File: config.mk
export PLATFORM = sky130hd
export DESIGN_NAME = store_packer
export DESIGN_NICKNAME = d
export VERILOG_FILES = /design/src/rtl/store_pkg.sv /design/src/rtl/store_lane_gen.sv /design/src/rtl/store_packer.sv
export SDC_FILE = /design/constraint.sdc
export NUM_CORES = 1
export LEC_CHECK = 0
export BUFFER_PORTS_ARGS = -buffer_cell sky130_fd_sc_hd__clkbuf_2
export CAP_MARGIN = 40
export CORE_MARGIN = 10
export CORE_UTILIZATION = 28
export DETAILED_ROUTE_END_ITERATION = 10
export PLACE_DENSITY_LB_ADDON = 0.05
export SYNTH_ARGS = -nofsm -noshare
export SYNTH_HDL_FRONTEND = slang
export SYNTH_SLANG_ARGS = --single-unit
File: constraint.sdc
create_clock -name clk -period 1.9 [get_ports clk]
set_input_delay 0.095 -clock clk [delete_from_list [all_inputs] [get_ports clk]]
set_output_delay 0.095 -clock clk [all_outputs]
set_load 0.02 [all_outputs]
File: src/rtl/store_pkg.sv
// -----------------------------------------------------------------------------
// store_pkg
//   Shared definitions for the store packer: the request size encodings, the
//   FSM state enumeration and the size-to-lane-mask helper.
//   Optional feature macro: STORE_PACKER_SPLIT_EN. When it is defined, the
//   BEAT1 state exists for stores that cross a word boundary.
// -----------------------------------------------------------------------------
package store_pkg;

  localparam logic [1:0] SIZE_B   = 2'b00;
  localparam logic [1:0] SIZE_H   = 2'b01;
  localparam logic [1:0] SIZE_W   = 2'b10;
  localparam logic [1:0] SIZE_RSV = 2'b11;

  typedef enum logic [1:0] {
    IDLE  = 2'b00,
`ifdef STORE_PACKER_SPLIT_EN
    BEAT0 = 2'b01,
    BEAT1 = 2'b10
`else
    BEAT0 = 2'b01
`endif
  } state_t;

  // Byte-lane mask of an unshifted store; the reserved size gives no lanes.
  function automatic logic [3:0] size_mask(input logic [1:0] size);
    logic [3:0] mask;
    case (size)
      SIZE_B:  mask = 4'b0001;
      SIZE_H:  mask = 4'b0011;
      SIZE_W:  mask = 4'b1111;
      default: mask = 4'b0000;
    endcase
    return mask;
  endfunction

endpackage

File: src/rtl/store_lane_gen.sv
// -----------------------------------------------------------------------------
// store_lane_gen
//   Combinational lane placement for a store. The right-justified data and
//   its size mask are shifted by the byte offset into an 8-lane (two-word)
//   window; lanes outside the mask are forced to zero.
//   Ports:
//     off       in   2  byte offset within the word
//     size      in   2  size encoding (store_pkg SIZE_*)
//     data      in  32  right-justified store data
//     wide_data out 64  lane-positioned data, [31:0] first word, [63:32] next
//     wide_mask out  8  byte enables for the two-word window
// -----------------------------------------------------------------------------
module store_lane_gen
  import store_pkg::*;
(
  input  logic [1:0]  off,
  input  logic [1:0]  size,
  input  logic [31:0] data,
  output logic [63:0] wide_data,
  output logic [7:0]  wide_mask
);

  logic [63:0] shifted_s;

  // Shift data and mask into position, then clear the unused lanes.
  always_comb begin
    wide_mask = {4'b0000, size_mask(size)} << off;
    shifted_s = {32'h0000_0000, data} << {off, 3'b000};
    wide_data = 64'h0;
    for (int i = 0; i < 8; i++) begin
      if (wide_mask[i]) begin
        wide_data[8*i +: 8] = shifted_s[8*i +: 8];
      end else begin
        wide_data[8*i +: 8] = 8'h00;
      end
    end
  end

endmodule

File: src/rtl/store_packer.sv
// -----------------------------------------------------------------------------
// store_packer
//   Converts byte/half/word store requests at arbitrary byte addresses into
//   word-aligned memory write beats with byte enables. A store that spills
//   into the next word is issued as two beats when STORE_PACKER_SPLIT_EN is
//   defined; otherwise it is rejected with an err pulse, as is the reserved
//   size encoding. All outputs are registered.
//   Optional feature macro: STORE_PACKER_SPLIT_EN.
//   Ports:
//     clk        in   1           rising-edge clock
//     rst        in   1           asynchronous active-high reset
//     req_valid  in   1           store request present
//     req_ready  out  1           request accepted when high with req_valid
//     req_addr   in   ADDR_WIDTH  byte address of store
//     req_data   in   32          right-justified store data
//     req_size   in   2           00 byte, 01 half, 10 word, 11 reserved
//     mem_valid  out  1           memory write beat present
//     mem_ready  in   1           memory accepts beat
//     mem_addr   out  ADDR_WIDTH  word-aligned beat address
//     mem_wdata  out  32          lane-positioned write data
//     mem_be     out  4           byte enables
//     err        out  1           one-cycle pulse on rejected request
// -----------------------------------------------------------------------------
module store_packer
  import store_pkg::*;
#(
  parameter int ADDR_WIDTH = 32
) (
  input  logic                  clk,
  input  logic                  rst,
  input  logic                  req_valid,
  output logic                  req_ready,
  input  logic [ADDR_WIDTH-1:0] req_addr,
  input  logic [31:0]           req_data,
  input  logic [1:0]            req_size,
  output logic                  mem_valid,
  input  logic                  mem_ready,
  output logic [ADDR_WIDTH-1:0] mem_addr,
  output logic [31:0]           mem_wdata,
  output logic [3:0]            mem_be,
  output logic                  err
);

  state_t      state_r;
  logic [63:0] wide_data_s;
  logic [7:0]  wide_mask_s;
  logic        accept_s;
  logic        crossing_s;
  logic        reject_s;

  store_lane_gen u_lane_gen (
    .off       (req_addr[1:0]),
    .size      (req_size),
    .data      (req_data),
    .wide_data (wide_data_s),
    .wide_mask (wide_mask_s)
  );

  assign accept_s   = req_valid && req_ready;
  assign crossing_s = |wide_mask_s[7:4];

`ifdef STORE_PACKER_SPLIT_EN
  // Second-word lanes captured at accept, replayed in BEAT1.
  logic [31:0] hi_data_r;
  logic [3:0]  hi_be_r;

  assign reject_s = (req_size == SIZE_RSV);
`else
  logic        unused_hi_data;

  assign reject_s       = (req_size == SIZE_RSV) || crossing_s;
  assign unused_hi_data = ^wide_data_s[63:32];
`endif

  // Request/beat FSM with all handshake and beat outputs registered.
  always_ff @(posedge clk or posedge rst) begin
    if (rst) begin
      state_r   <= IDLE;
      req_ready <= 1'b0;
      mem_valid <= 1'b0;
      err       <= 1'b0;
      mem_addr  <= '0;
      mem_wdata <= 32'h0000_0000;
      mem_be    <= 4'b0000;
`ifdef STORE_PACKER_SPLIT_EN
      hi_data_r <= 32'h0000_0000;
      hi_be_r   <= 4'b0000;
`endif
    end else begin
      err <= 1'b0;
      case (state_r)
        IDLE: begin
          // Also raises req_ready on the first edge after reset release.
          req_ready <= 1'b1;
          if (accept_s) begin
            if (reject_s) begin
              err <= 1'b1;
            end else begin
              state_r   <= BEAT0;
              req_ready <= 1'b0;
              mem_valid <= 1'b1;
              mem_addr  <= {req_addr[ADDR_WIDTH-1:2], 2'b00};
              mem_wdata <= wide_data_s[31:0];
              mem_be    <= wide_mask_s[3:0];
`ifdef STORE_PACKER_SPLIT_EN
              hi_data_r <= wide_data_s[63:32];
              hi_be_r   <= wide_mask_s[7:4];
`endif
            end
          end
        end
        BEAT0: begin
          if (mem_ready) begin
`ifdef STORE_PACKER_SPLIT_EN
            if (hi_be_r != 4'b0000) begin
              state_r   <= BEAT1;
              mem_addr  <= mem_addr + ADDR_WIDTH'(4);
              mem_wdata <= hi_data_r;
              mem_be    <= hi_be_r;
            end else begin
              state_r   <= IDLE;
              mem_valid <= 1'b0;
              req_ready <= 1'b1;
            end
`else
            state_r   <= IDLE;
            mem_valid <= 1'b0;
            req_ready <= 1'b1;
`endif
          end
        end
`ifdef STORE_PACKER_SPLIT_EN
        BEAT1: begin
          if (mem_ready) begin
            state_r   <= IDLE;
            mem_valid <= 1'b0;
            req_ready <= 1'b1;
          end
        end
`endif
        default: begin
          state_r   <= IDLE;
          mem_valid <= 1'b0;
          req_ready <= 1'b0;
        end
      endcase
    end
  end

endmodule

==> impl_metrics.yaml, run 1 <==
timing:
  fmax_mhz: 593
  slew_viol_final: 0
  slew_headroom: 0.549
  fin_skew_ns: 0.00468
  period_minus_slack_ns: 1.69
  rsz0062_at_grt: "no"
  worst_slew_pin_slew_ns: 0.675
  fin_tns_setup_ns: 0
  hold_ws_ns: 0.0118
  setup_viol: 0
  hold_violations: 0
  period_share: 0.888
routing:
  avgRoutedWirePerCell_um: 17.2
  first_pass_iters: 4
  drt_iter0_markers: 127
  routed_wl_um: 10100
  viasPerCell: 4.51
  drc: 0
  vias: 2632
  final_antenna_net_count: 0
grt:
  grt_pass1_vias: 2950
  grt_antenna_before_repair: 0
  grt_pass1_wl_um: 15900
  overflow: 0
  grt_usage: 0.122
  grt_max_degree: 70
logic_synthesis:
  synth_commonest_cells: "dfrtp_1, mux2_2, mux2i_1, nor2_1, a211oi_1"
  synth_cells: 263
  yosysTopAreaCell: "dfrtp_1"
  yosysMostFrequentCell: "dfrtp_1"
  ys_top_cells_by_area: "dfrtp_1, mux2_2, mux2i_1, a211oi_1, mux2_1"
  ys_types: 28
  synth-edff-count: 0
  netlist_area_um2: 3300
  synth_flop_cell: "dfrtp_1"
  ys_ff_latch: 69
  ys_async_sr_fraction: 1.00
  seq_area_frac_synth: 0.523
  yosysWarnings: 0
  avgSynthCellArea_um2: 12.5
  synth_top_area_share: 0.523
power_and_ir_drop:
  clock_power_share: 0.287
  switchingPower_mw: 2.02
  swShare: 0.347
  power-per-cell-area_nw_per_um2: 1210
  cell_internal_pwr_mw: 3.79
  combPwrFrac: 0.342
  power_frac_seq: 0.370
  leakage_nw: 2.38
  ir_worst_vdd_uv: 471
critical_path:
  worstPathRequired_ns: 2.12
  start_kind: "flop"
  crit_path_cell_trace: "nand3b_1 > nor3b_4 > buf_12 > mux2_2"
  crit_fanout: 37
  critical_path_arrival_ns: 1.90
  crit_slowest_cell: "dfrtp_1"
  critical_path_buf_inv_count: 1
  end_kind: "flop"
  cp_top_family: "simple AND/OR/NAND/NOR gates"
  slowest_delay_ns: 0.38
  path_class: "reg2reg"
clock_tree:
  cts_repair_resize_count: 0
  cts_sinks: 69
  clk_latency_ns: 0.33
  cts_tree: "done"
  clockBufferDepth: 2
  postCtsSetupRepairBufs: 0
  clockRootBuffer: "clkbuf_16"
  htreeDepth: 3
  numCtsBuffers: 9
  path_clk_slew_ns: 0.06
floorplanning:
  core-area_um2: 11500
  rows: 39
  start_util: 0.288
  dieArea_um2: 16500
  die_h_um: 129
  ios: 141
  die_x_um: 129
place:
  gp_congestion: 0.710
  dp_hpwl_um: 7300
  io_buffers: 138
cells_and_area:
  fill_cells: 1126
  final_util: 0.418
  syn_to_final_growth_pct: 45.4
  antenna_cells: 0
  regArea_um2: 1730
  nets: 510
  layout-drive-gt1-share: 0.483
  multi_input_area_um2: 1430
run:
  drv_cap: 0
outcome:
  status: "completed"
hold_path:
  holdCritPathClass: "in2reg"
[per-stage QoR]
stage	cell area (um2)	total power [mW]	worst slack (ns)	instances
final	4800	5.80	0.214	584
after global routing	4800	6.17	0.0709	584
after CTS	4800	5.92	0.177	584
after detailed placement	4190	4.17	-0.0169	537
after global placement	4190	4.15	-0.0124	537
after floorplan	3300	3.37	0.0651	264
[worst reg2reg max path: cells and delay by family, from the launching register on]
family	cells	cell delay (ns)
buffers and inverters	1	0.27
DFF	1	0.38
muxes	1	0.39
and+or+nand+nor	2	0.54
[worst paths after layout]
path	from	endpoint	slack, ns	depth (start not counted)
min in group asynchronous	rst	mem_addr[25]$_DFFE_PP0P_	0.36	4
min	req_data[6]	mem_wdata[6]$_DFFE_PP0P_	0.01	3
max reg2reg	state_r[0]$_DFFE_PP0P_	mem_addr[2]$_DFFE_PP0P_	0.21	4
min reg2reg	mem_addr[14]$_DFFE_PP0P_	mem_addr[14]$_DFFE_PP0P_	0.48	1
max in group asynchronous	rst	mem_wdata[11]$_DFFE_PP0P_	1.23	4
max	state_r[0]$_DFFE_PP0P_	mem_addr[2]$_DFFE_PP0P_	0.21	4
[routing by layer]
layer,global-route usage,vias up,part of all wire
li1,-,1263,-
met1,0.142,1257,0.42
met2,0.186,102,0.45
met3,0.0632,10,0.12
met4,0.0530,0,0.017
met5,0,-,0
[logic make-up (layout without fill, tap and decap cells)]
| kind of cell | count (synthesis) | count (layout) | synth area share |
|---|---|---|---|
| muxes | 83 | 83 | 0.273 |
| buffers and inverters | 32 | 209 | 0.0463 |
| AOI/OAI and AO/OA | 31 | 31 | 0.0762 |
| DFF | 69 | 69 | 0.523 |
| other | 1 | 2 | 0.00114 |
| and+or+nand+nor | 43 | 43 | 0.0652 |
| adders and majority gates | 4 | 4 | 0.0152 |
[sequential cells by signal (all words and copies together) (netlist names)]
name and cells:
err 1, mem_addr 30, mem_be 4, mem_wdata 32, req_ready 1, state_r 1
[placed cells by master, fill, tap and decap left out, drive strengths merged]
cell type and n:
a21oi 2, inv 13, nor3 1, buf 10, nand3b 1, clkbuf 149
dlygate4sd3 31, o21a 1, ha 4, a211oi 16, dfrtp 69, a2bb2oi 8
mux2i 28, o21ai 1, mux2 55, nor2b 11, o31ai 1, conb 2
clkinv 5, o22ai 1, nand2b 3, bufinv 1, nor3b 1, a21boi 1
nor2 18, nand2 8
[power by group through the flow]
stage | registers (mW) | clock network (mW) | logic, mW
finish | 2.15 | 1.67 | 1.99
detailed placement | 2.17 | 0 | 1.99
CTS | 2.16 | 1.72 | 2.05
floorplan | 2.73 | 0 | 0.640
global route | 2.21 | 1.78 | 2.17
global placement | 2.17 | 0 | 1.99
[what timing repair did]
action / 4_1_cts / 5_1_grt
setup endpoints to repair: 0 / 0
hold endpoints to repair: 99 / 0
hold buffers: 31 / 0
[cell type report]
cell class	count	area share
Sequential cell	69	0.360
Multi-Input combinational cell	163	0.298
Timing Repair Buffer	179	0.232
Clock buffer	11	0.0506
Tap cell	143	0.0373
Inverter	14	0.0112
Clock inverter	5	0.0104
Note: power is estimated with default switching activity, not from simulation.
==> run 2, diff against run 1 <==
==> constraint.sdc (replaced) <==
create_clock -name clk -period 1.76 [get_ports clk]
set_input_delay 0.176 -clock clk [delete_from_list [all_inputs] [get_ports clk]]
set_output_delay 0.176 -clock clk [all_outputs]
set_load 0.02 [all_outputs]
==> run 2 against run 1 <==
Net effect:
- hold slack better by 0.055 ns
- clock skew is 0.0024 ns higher
- via count is 4.8% lower
- sequential power up 8%
- wire length down 0.25%
- sequential share of layout area rose by 2.0 points
- global-route usage decreased by 0.45 points
- combinational power rose by 7%
- fmax fell by 1.8%
- core utilization decreased by 2.2 points
==> impl_metrics.yaml, run 2 (synthesis gave the netlist of run 1 again) <==
hold_path:
  holdCritPathClass: "in2reg"
timing:
  period_minus_slack_ns: 1.72
  slew_viol_final: 0
  setup_viol: 0
  slew_headroom: 0.524
  worst_slew_pin_slew_ns: 0.712
  rsz0062_at_grt: "yes"
  hold_violations: 0
  fmax_mhz: 583
  hold_ws_ns: 0.0669
  fin_skew_ns: 0.00710
  setup_slack_ns: 0.0435
  period_share: 0.975
cells_and_area:
  antenna_cells: 0
  final_cell_mix: "clkbuf_2, dfrtp_1, mux2_2, mux2i_1, nor2_1"
  nets: 487
  fin_cells: 559
  layout_commonest_cell: "clkbuf_2"
  fill_cells: 1153
  syn_to_final_growth_pct: 37.7
  largest_reg_flops: 32
  final_util: 0.396
  layout-drive-gt1-share: 0.524
  largestRegisters: "mem_wdata (32), mem_addr (30), mem_be (4)"
  top_register: "mem_wdata"
grt:
  grt_antenna_before_repair: 0
  grt_pass1_wl_um: 15100
  grt_pass1_vias: 2693
  grt_usage: 0.118
  grt.busiest_layer: "met2"
  grt_util_met1: 0.133
  overflow: 0
  grt_max_degree: 44
  grt_use_met3: 0.0698
  use_met2: 0.183
place:
  place_inst: 540
  dp_hpwl_um: 7580
  gp_congestion: 0.834
  io_buffers: 138
  pre_cts_slack_ns: -0.247
critical_path:
  path_class: "reg2reg"
  critical_path_arrival_ns: 1.92
  worstPathRequired_ns: 1.97
  slowest_delay_ns: 0.38
  crit_path_cell_trace: "nand3b_1 > nor3b_4 > buf_4 > buf_12 > mux2_2"
  crit_slowest_cell: "dfrtp_1"
  start_kind: "flop"
  end_kind: "flop"
  crit_fanout: 25
clock_tree:
  cts_sinks: 69
  numCtsBuffers: 9
  htreeDepth: 3
  path_clk_slew_ns: 0.05
  clockRootBuffer: "clkbuf_16"
  cts_repair_resize_count: 0
  clockBufferDepth: 2
  cts_tree: "done"
  clk_latency_ns: 0.32
routing:
  viasPerCell: 4.48
  first_pass_iters: 4
  routed_wl_um: 10000
  drt_iter0_markers: 91
  vias: 2505
  drc: 0
  avgRoutedWirePerCell_um: 17.9
  final_antenna_net_count: 0
power_and_ir_drop:
  ir_worst_vdd_uv: 721
  leakage_nw: 2.28
  power-per-cell-area_nw_per_um2: 1340
floorplanning:
  die_x_um: 129
  die_h_um: 129
  core-area_um2: 11500
  ios: 141
  start_util: 0.288
  rows: 39
  dieArea_um2: 16500
run:
  drv_cap: 0
outcome:
  status: "completed"
[run 2: what timing repair did]
item / CTS / global route
setup buffers: 0 / 3
endpoints found under the setup margin: 0 / 36
hold buffers: 1 / 0
hold endpoints to repair: 26 / 0
[run 2: worst paths after layout]
kind,start,cells past startpoint,endpoint,slack (ns)
worst min register to register,mem_addr[13]$_DFFE_PP0P_,1,mem_addr[13]$_DFFE_PP0P_,0.48
min in group asynchronous,rst,4,mem_addr[24]$_DFFE_PP0P_,0.49
max in group asynchronous,rst,4,err$_DFF_PP0_,0.78
worst min-delay path,req_addr[20],2,mem_addr[20]$_DFFE_PP0P_,0.07
worst max register to register,state_r[0]$_DFFE_PP0P_,5,mem_addr[25]$_DFFE_PP0P_,0.04
worst max-delay path,state_r[0]$_DFFE_PP0P_,5,mem_addr[25]$_DFFE_PP0P_,0.04
[run 2: worst max-delay path, delay by kind of cell, from the launching register on]
family	cells	cell delay [ns]
simple gates	2	0.52
buf+inv	2	0.33
flops	1	0.38
mux	1	0.35
[run 2: layout make-up]
cell class / count / area, um2 / share of cell area
clock buffers: 12 / 256 / 0.0565
well taps: 143 / 179 / 0.0394
clock inverters: 2 / 10.0 / 0.00220
flip-flops and latches: 69 / 1730 / 0.380
multi-input cells: 163 / 1430 / 0.315
repair buffers: 156 / 883 / 0.194
inverters: 14 / 56.3 / 0.0124
[run 2: where the power goes]
part	switching, mW	internal (mW)	total [mW]
registers	0.241	2.08	2.32
logic	1.26	0.869	2.13
clock network	0.632	1.01	1.64
total	2.14	3.96	6.09
[run 2: metal layers]
metal,share of wire,routed length (um)
met1,0.41,4110
met2,0.46,4650
met3,0.11,1150
met4,0.012,118
met5,0,0
[run 2: through the flow]
stage / area [um2] / setup TNS, ns / power [mW]
after floorplan: 3310 / 0 / 3.64
after global placement: 4220 / -10.30 / 4.49
after detailed placement: 4220 / -12.09 / 4.52
after CTS: 4490 / 0 / 6.20
after global routing: 4540 / -0.329 / 6.48
final: 4540 / 0 / 6.09
==> run 3, diff against run 2 <==
--- a/config.mk
+++ b/config.mk
@@ -5,8 +5,10 @@
 export SDC_FILE = /design/constraint.sdc
 export NUM_CORES = 1
 export LEC_CHECK = 0
+export ABC_AREA = 1
 export BUFFER_PORTS_ARGS = -buffer_cell sky130_fd_sc_hd__clkbuf_2
 export CAP_MARGIN = 40
+export CORE_ASPECT_RATIO = 0.8
 export CORE_MARGIN = 10
 export CORE_UTILIZATION = 28
 export DETAILED_ROUTE_END_ITERATION = 10
==> run 3 against run 2 <==
Net effect:
- non-clock buffer count stayed put
- via count is 32% higher
- power is 6.7% lower
- global-route usage is 2.1 points higher
- register-to-register slack better by 0.28 ns
- clock skew is 0.0040 ns lower
- first-iteration DRC count is 89% higher
- setup slack better by 0.28 ns
- synthesized cell count is 75% higher
- hold slack worse by 0.033 ns
- sequential share of layout area is 0.62 points lower
- critical path type unchanged
- largest cell class unchanged
==> impl_metrics.yaml, run 3 <==
routing:
  first_pass_iters: 4
  drt_iter0_markers: 172
  viasPerCell: 4.36
  dr_wl_met2_um: 4770
  m1WireLength_um: 5710
  top_layer: "met4"
  dr_wl_met3_um: 922
  vias: 3302
  drc: 0
  routed_wl_um: 11600
  final_antenna_net_count: 0
  avgRoutedWirePerCell_um: 15.3
cells_and_area:
  antenna_cells: 0
  syn_to_final_growth_pct: 34.3
  largest_reg_flops: 32
  top_register: "mem_wdata"
  fin_cells: 757
  nets: 675
  multi_input_area_um2: 1450
  layout-drive-gt1-share: 0.293
  final_cell_mix: "nand2_1, clkbuf_2, dfrtp_1, nand3_1, inv_1"
  regArea_um2: 1730
  fill_cells: 1317
  layout_commonest_cell: "nand2_1"
  largestRegisters: "mem_wdata (32), mem_addr (30), mem_be (4)"
grt:
  grt_antenna_before_repair: 0
  grt_max_degree: 53
  overflow: 0
  grt_pass1_vias: 3454
  grt_pass1_wl_um: 18900
  grt_usage: 0.139
floorplanning:
  die_h_um: 119
  start_util: 0.284
  dieArea_um2: 17100
  die_x_um: 144
  ios: 141
  core-area_um2: 12100
  rows: 36
run:
  drv_cap: 0
clock_tree:
  cts_sinks: 69
  clockBufferDepth: 2
  clockRootBuffer: "clkbuf_16"
  cts_tree: "done"
  htreeDepth: 3
  numCtsBuffers: 9
  path_clk_slew_ns: 0.06
  cts_repair_resize_count: 0
  cts_hold_buffers: 1
  clk_latency_ns: 0.33
  postCtsSetupRepairBufs: 0
outcome:
  status: "completed"
logic_synthesis:
  avgSynthCellArea_um2: 7.49
  ys_types: 21
  ys_ff_latch: 69
  ys_top_cells_by_area: "dfrtp_1, nand2_1, nand3_1, nand4_1, o21ai_0"
  synth_cells: 459
  netlist_area_um2: 3440
  yosysMostFrequentCell: "nand2_1"
  seq_area_frac_synth: 0.502
  synth-edff-count: 0
  synth_commonest_cells: "nand2_1, dfrtp_1, nand3_1, inv_1, o21ai_0"
  synth_top_area_share: 0.502
  yosysTopAreaCell: "dfrtp_1"
  ys_async_sr_fraction: 1.00
  yosysWarnings: 0
  synth_flop_cell: "dfrtp_1"
place:
  pre_cts_slack_ns: 0.138
  io_buffers: 138
  place_inst: 741
  dp_hpwl_um: 8920
  gp_congestion: 0.811
power_and_ir_drop:
  leakage_nw: 2.65
  power_frac_seq: 0.386
  switchingPower_mw: 2.06
  power-per-cell-area_nw_per_um2: 1230
  clock_power_share: 0.302
  power_mw: 5.68
  ir_worst_vdd_uv: 562
  combPwrFrac: 0.312
  swShare: 0.362
  cell_internal_pwr_mw: 3.62
timing:
  hold_violations: 0
  fin_skew_ns: 0.00311
  period_share: 0.816
  rsz0062_at_grt: "no"
  slew_headroom: 0.653
  worst_slew_pin_slew_ns: 0.520
  slew_viol_final: 0
  setup_slack_ns: 0.324
  fmax_mhz: 696
  setup_viol: 0
  fin_tns_setup_ns: 0
  period_minus_slack_ns: 1.44
hold_path:
  holdCritPathClass: "in2reg"
  min-delay-start: "req_addr[5]"
  whs_path_depth: 3
critical_path:
  worstSetupStartpoint: "state_r[0]$_DFFE_PP0P_"
  crit_fanout: 24
  reg2reg_depth: 7
  start_kind: "flop"
  end_kind: "flop"
  worstReg2RegStart: "state_r[0]$_DFFE_PP0P_"
  critical_path_arrival_ns: 1.65
  worstPathRequired_ns: 1.97
  path_class: "reg2reg"
[run 3: cell count changes in the layout (fill, tap and decap cells not counted), sizes merged, moves of 16 or more]
cell / delta
nand3: +30
nand4: +16
mux2: -55
a211oi: -16
o21ai: +27
mux2i: -28
nand2: +236
[run 3: power by group through the flow]
| stage | Sequential [mW] | Clock [mW] | Combinational [mW] |
|---|---|---|---|
| global route | 2.25 | 1.86 | 1.98 |
| detailed placement | 2.22 | 0 | 1.81 |
| CTS | 2.20 | 1.78 | 1.82 |
| global placement | 2.21 | 0 | 1.81 |
| floorplan | 2.68 | 0 | 0.611 |
| finish | 2.19 | 1.72 | 1.77 |
[run 3: layout make-up]
type                       count  area share
tap                          152      0.0412
sequential                    69       0.374
multi-input combinational    339       0.315
timing repair buffer         156       0.188
clock inverter                 1     0.00108
clock buffer                  14      0.0593
inverter                      26      0.0220
[run 3: through the flow]
step | hold WS, ns | area, um2 | util
2_1_floorplan | 0.286 | 3440 | -
3_3_place_gp | 0.251 | 4330 | 0.357
3_5_place_dp | 0.240 | 4330 | 0.357
4_1_cts | 0.0216 | 4620 | 0.381
5_1_grt | 0.0325 | 4620 | 0.381
6_report | 0.0335 | 4620 | 0.381
[run 3: kinds of logic (layout without fill, tap and decap cells)]
logic type	after synthesis	in the layout	share of synthesized area
adders and majority gates	4	4	0.0146
and+or+nand+nor	304	304	0.360
AOI/OAI and AO/OA	29	29	0.0422
buffers and inverters	52	197	0.0794
other	1	2	0.00109
DFF	69	69	0.502
[run 3: critical path: stages (launching register included)]
cell and delay (ns):
dfrtp_1 0.39, inv_1 0.07, nand3_1 0.17, inv_1 0.15, nand3_4 0.10, buf_4 0.25, o21ai_0 0.13, nand2_1 0.07
[run 3: routing by layer]
layer	track usage	up-vias
li1	-	1713
met5	0	-
met2	0.196	101
met1	0.186	1474
met4	0.0471	0
met3	0.0568	14
[run 3: final timing paths]
check | end | slack, ns
worst min register to register | mem_addr[7]$_DFFE_PP0P_ | 0.47
worst max-delay path | req_ready$_DFFE_PP0P_ | 0.32
worst max register to register | req_ready$_DFFE_PP0P_ | 0.32
worst min-delay path | mem_addr[5]$_DFFE_PP0P_ | 0.03
max in group asynchronous | mem_wdata[3]$_DFFE_PP0P_ | 0.79
min in group asynchronous | mem_addr[13]$_DFFE_PP0P_ | 0.44
